## src/rtl/fetch_unit.sv

```systemverilog
// Instruction-fetch stage: owns the PC, fetches over a req/ack handshake, and
// holds the fetched word for the controller while it executes.
`timescale 1ns/1ps
module fetch_unit #(
    parameter logic [31:0] RESET_PC = 32'h0000_0000,
    parameter int unsigned TIMEOUT  = 16
) (
    input  logic        clk,
    input  logic        rst,
    output logic        imem_req,
    output logic [31:0] imem_addr,
    input  logic        imem_ack,
    input  logic [31:0] imem_rdata,
    input  logic        PCSrc,
    input  logic [31:0] Result,
    input  logic        stall,
    output logic [31:0] Instr,
    output logic        InstrValid,
    output logic [31:0] PC,
    output logic [31:0] PCPlus8,
    output logic [3:0]  Cond,
    output logic [1:0]  Op,
    output logic [5:0]  Funct,
    output logic [3:0]  Rd,
    output logic        fetch_fault
);

    typedef enum logic [1:0] {
        S_REQ   = 2'd0,
        S_EXEC  = 2'd1,
        S_FAULT = 2'd2
    } state_t;

    state_t      state;
    state_t      state_next;
    logic [31:0] wait_cnt;
    logic        timeout_hit;

    // The cycle that would bring the wait count up to TIMEOUT is the one that faults.
    assign timeout_hit = (TIMEOUT != 0) && ((wait_cnt + 32'd1) == 32'(TIMEOUT));

    always_ff @(posedge clk) begin
        if (rst) begin
            state <= S_REQ;
        end else begin
            state <= state_next;
        end
    end

    always_comb begin
        state_next = state;
        case (state)
            S_REQ: begin
                if (imem_ack) begin
                    state_next = S_EXEC;
                end else if (timeout_hit) begin
                    state_next = S_FAULT;
                end
            end
            S_EXEC: begin
                if (!stall) begin
                    state_next = S_REQ;
                end
            end
            S_FAULT: state_next = S_FAULT;
            default: state_next = S_REQ;
        endcase
    end

    always_comb begin
        imem_req   = (state == S_REQ) && !rst;
        InstrValid = (state == S_EXEC);
    end

    always_ff @(posedge clk) begin
        if (rst) begin
            PC          <= RESET_PC;
            Instr       <= 32'd0;
            wait_cnt    <= 32'd0;
            fetch_fault <= 1'b0;
        end else begin
            case (state)
                S_REQ: begin
                    if (imem_ack) begin
                        Instr <= imem_rdata;
                    end else begin
                        wait_cnt <= wait_cnt + 32'd1;
                        if (timeout_hit) begin
                            fetch_fault <= 1'b1;
                        end
                    end
                end
                S_EXEC: begin
                    if (!stall) begin
                        // Redirect targets are forced word-aligned.
                        PC       <= PCSrc ? (Result & 32'hFFFF_FFFC) : (PC + 32'd4);
                        wait_cnt <= 32'd0;
                    end
                end
                default: ;
            endcase
        end
    end

    assign imem_addr = PC;
    assign PCPlus8   = PC + 32'd8;
    assign Cond      = Instr[31:28];
    assign Op        = Instr[27:26];
    assign Funct     = Instr[25:20];
    assign Rd        = Instr[15:12];

endmodule
```

## config.mk

```make
export PLATFORM = sky130hd
export DESIGN_NAME = fetch_unit
export DESIGN_NICKNAME = d
export VERILOG_FILES = /design/src/rtl/fetch_unit.sv
export SDC_FILE = /design/constraint.sdc
export NUM_CORES = 1
export LEC_CHECK = 0
export ABC_AREA = 1
export CAP_MARGIN = 20
export CORE_MARGIN = 1
export CORE_UTILIZATION = 47
export CTS_CLUSTER_SIZE = 25
export DETAILED_ROUTE_END_ITERATION = 16
export GPL_TIMING_DRIVEN = 0
export PLACE_DENSITY = 0.89
export SLEW_MARGIN = 25
export SYNTH_ARGS = -nofsm -noshare
export SYNTH_HDL_FRONTEND = slang
export SYNTH_SLANG_ARGS = --single-unit
```

## constraint.sdc

```tcl
create_clock -name clk -period 2.45 [get_ports clk]
set_input_delay 0.3675 -clock clk [delete_from_list [all_inputs] [get_ports clk]]
set_output_delay 0.3675 -clock clk [all_outputs]
set_load 0.005 [all_outputs]
```

==> run metrics <==
Post-CTS Hold Buffers 0; violated checks negative setup slack; dominant combinational cell family by area after synthesis simple AND/OR/NAND/NOR gates; Final Hold Vio Count 0; area share of and/or/nand/nor cells after synthesis 37.6%; Post-Syn Area per Cell 6.35 um^2; Clock Latency Late Sink 0.36 ns; power spent charging and discharging nets 0.00114 W; Layout Area Growth over Synthesis 54.2%; required arrival time at the worst endpoint 2.08 ns; Arrival @ worst endpoint 2.24 ns; largest area contributor in the synthesized netlist dfxtp_1; initial core utilization 48.1%; DR WL/cell 17.7 um; detailed-route wire length 25.8 mm; headroom to the max-slew limit 55.5%; number of pins exceeding their max-slew limit in the final report 0; CTS Root Buffer Type clkbuf_16; final setup violation count 8; CTS tree built; remaining antenna violation count after routing 0; Synth Area in Compound Gates 12.7%; share of synthesized area occupied by flip-flops and latches 30.6%; logic gate share of total power 19.5%; number of DRC markers in iteration 0 801; H-tree levels 3; Min Clock Period, post-route 2.61 ns; sum of internal, switching and leakage power 0.00414 W; number of antenna repair diodes 0; clock edge transition at the registers on the reported setup and hold paths 0.07 ns; Remaining Overflow, GRT 0; top cell type's share of synthesized area 30.6%; Final nets 1349; CP Launch Type flip-flop; number of search-and-repair iterations in the first detailed-routing pass 6; maximum resistive drop on vdd 0.000361 V; largest net degree at the start of global routing 18; number of warnings issued by yosys 0; Static Leak 4.08 nW; run status finished, violations left; kind of critical path flip-flop to output pin; antenna violations before repair 0; power share of the sequential group 41.3%; wire length of the first global-routing pass 36.6 mm; number of clock sinks seen by CTS 97; ratio of routed vias to standard cells 5.64; core outline area 13200 um^2; endpoint kind of the worst setup timing path output pin; via count of the first global-routing pass 7548; total via count in the routed design 8217; worst slack at placement -0.713 ns; Critical Path Fanout Max 3; highest clock frequency the design can meet 383 MHz; number of flip-flops and latches in the synthesized netlist 97; top cell types by occurrence after synthesis nand2_1 (334), nor2_1 (107), a21oi_1 (98); total CTS buffers 9; FFs w/ async S/R, synth 0%; Die W 118 um; maximum clock skew at final layout 0.0129 ns; most common cell in the netlist nand2_1; buffers from clock root to sink, at most 2; GRT Resource Usage Total 32.9%; height of the chip 118 um; total power density per cell area 423 nW/um^2; multiplexer share of the synthesized area 0%; adder-cell share of the synthesized area 0.789%; area of the die 14000 um^2; Int Power 0.00299 W; floorplan row count 42; IO Count 216; final worst path period share 106%; number of max-cap violations 0; transition at the pin with the smallest max-transition slack 0.667 ns; cell count after synthesis 999; worst hold path type flip-flop to flip-flop; flip-flop cell with the highest count after synthesis dfxtp_1; clock share of power 39.2%; PnR worst setup slack -0.159 ns; xor/xnor cell area share of the yosys netlist 5.11%; unrepaired setup endpoints after global routing yes; RD Place Congestion 0.984; Netlist cell types 41; number of port buffers 206; remaining routing DRC violations 0; net switching share of the total power 27.7%; biggest area contributors in the synthesized netlist dfxtp_1 (31%), nand2_1 (20%), a21oi_1 (7.7%); number of enable-type register cells in the synthesized netlist 0; utilization after layout 74.1%; Cell Area, Synth 6340 um^2; setup slack of the most critical reg-to-reg path -0.06 ns; Detail Placement HPWL 16.5 mm; fraction of layout instances using a drive strength above 1 20.3%
==> flip-flops by register name, summed over array words and instances, names as in the netlist <==
name,flops
wait_cnt,32
fetch_fault,1
Instr,32
PC,30
state,2
==> cell usage in the layout (no fill, tap or decap), types with 13 or more instances in the layout <==
cell type        instances
nand2_2                 17
o21ai_0                 21
dfxtp_1                 72
dfxtp_4                 13
nor2_1                  93
xor2_1                  22
clkdlybuf4s50_1        182
nand2_1                320
inv_1                   62
a21oi_1                 97
clkbuf_1                31
nand3_1                 35
nor2_4                  18
buf_4                  107
==> area by class of cell <==
type / count / area [um^2]
Timing Repair Buffer: 263 / 2460
Tap cell: 176 / 220
Clock inverter: 6 / 93.8
Buffer: 90 / 568
Multi-Input combinational cell: 741 / 3900
Sequential cell: 97 / 2010
Inverter: 74 / 287
Clock buffer: 10 / 239
Fill cell: 882 / 3410
==> power groups by stage <==
stage | sequential (W) | combinational [W] | clock (W)
6_report | 0.00171 | 0.000807 | 0.00162
3_5_place_dp | 0.00174 | 0.000733 | 0
2_1_floorplan | 0.00173 | 0.000312 | 0
3_3_place_gp | 0.00174 | 0.000721 | 0
5_1_grt | 0.00171 | 0.000854 | 0.00169
4_1_cts | 0.00171 | 0.000754 | 0.00162
==> final timing paths <==
path | from | to | cells after the start
worst max register to register | PC[2] | PC[18] | 10
worst max-delay path | PC[3] | PCPlus8[22] | 11
worst min-delay path | Instr[2] | Instr[2] | 2
worst min register to register | Instr[2] | Instr[2] | 2
==> stage by stage <==
stage          area [um^2]  TNS (ns)  cells  hold WS [ns]
6_report              9780    -0.670   1457         0.466
3_3_place_gp          8640     -5.00   1386         0.449
3_5_place_dp          8640     -4.87   1386         0.456
2_1_floorplan         6360         0   1004         0.453
5_1_grt               9780     -1.29   1457         0.486
4_1_cts               9470    -0.542   1429         0.467
==> per-layer routing <==
metal  up-vias  share of wire [%]  global-route usage, %  routed length (um)
li1       3679                  -                      -                   -
met1      3711                 36                   36.8                9160
met2       637                 47                   55.8               12200
met3       190                 10                   7.92                2570
met4         0                7.2                   21.0                1850
met5         -                  0                      0                   0
==> repair_timing <==
action                                  CTS  global route
endpoints found under the setup margin   25            32
setup buffers                            29            28
hold endpoints to repair                  0             0
pin swaps                                27            27
resized for setup                       124            60
gates cloned                              0             0
==> critical path, stage by stage, from the launching register on <==
cell and delay (ns):
dfxtp_4 0.40, inv_4 0.06, nor3_4 0.18, inv_2 0.08
nor2_4 0.14, nand2_4 0.08, nor4_4 0.22, nand3_2 0.18
nor2_4 0.16, buf_6 0.11, xor2_1 0.14, buf_2 0.14
==> cell families after synthesis <==
logic type	after synthesis
AOI/OAI and AO/OA	148
xor gates and xnor gates	37
adders and majority gates	4
buffers and inverters	166
DFF	97
other	1
and+or+nand+nor	546
Power figures use the tool's default switching activity.
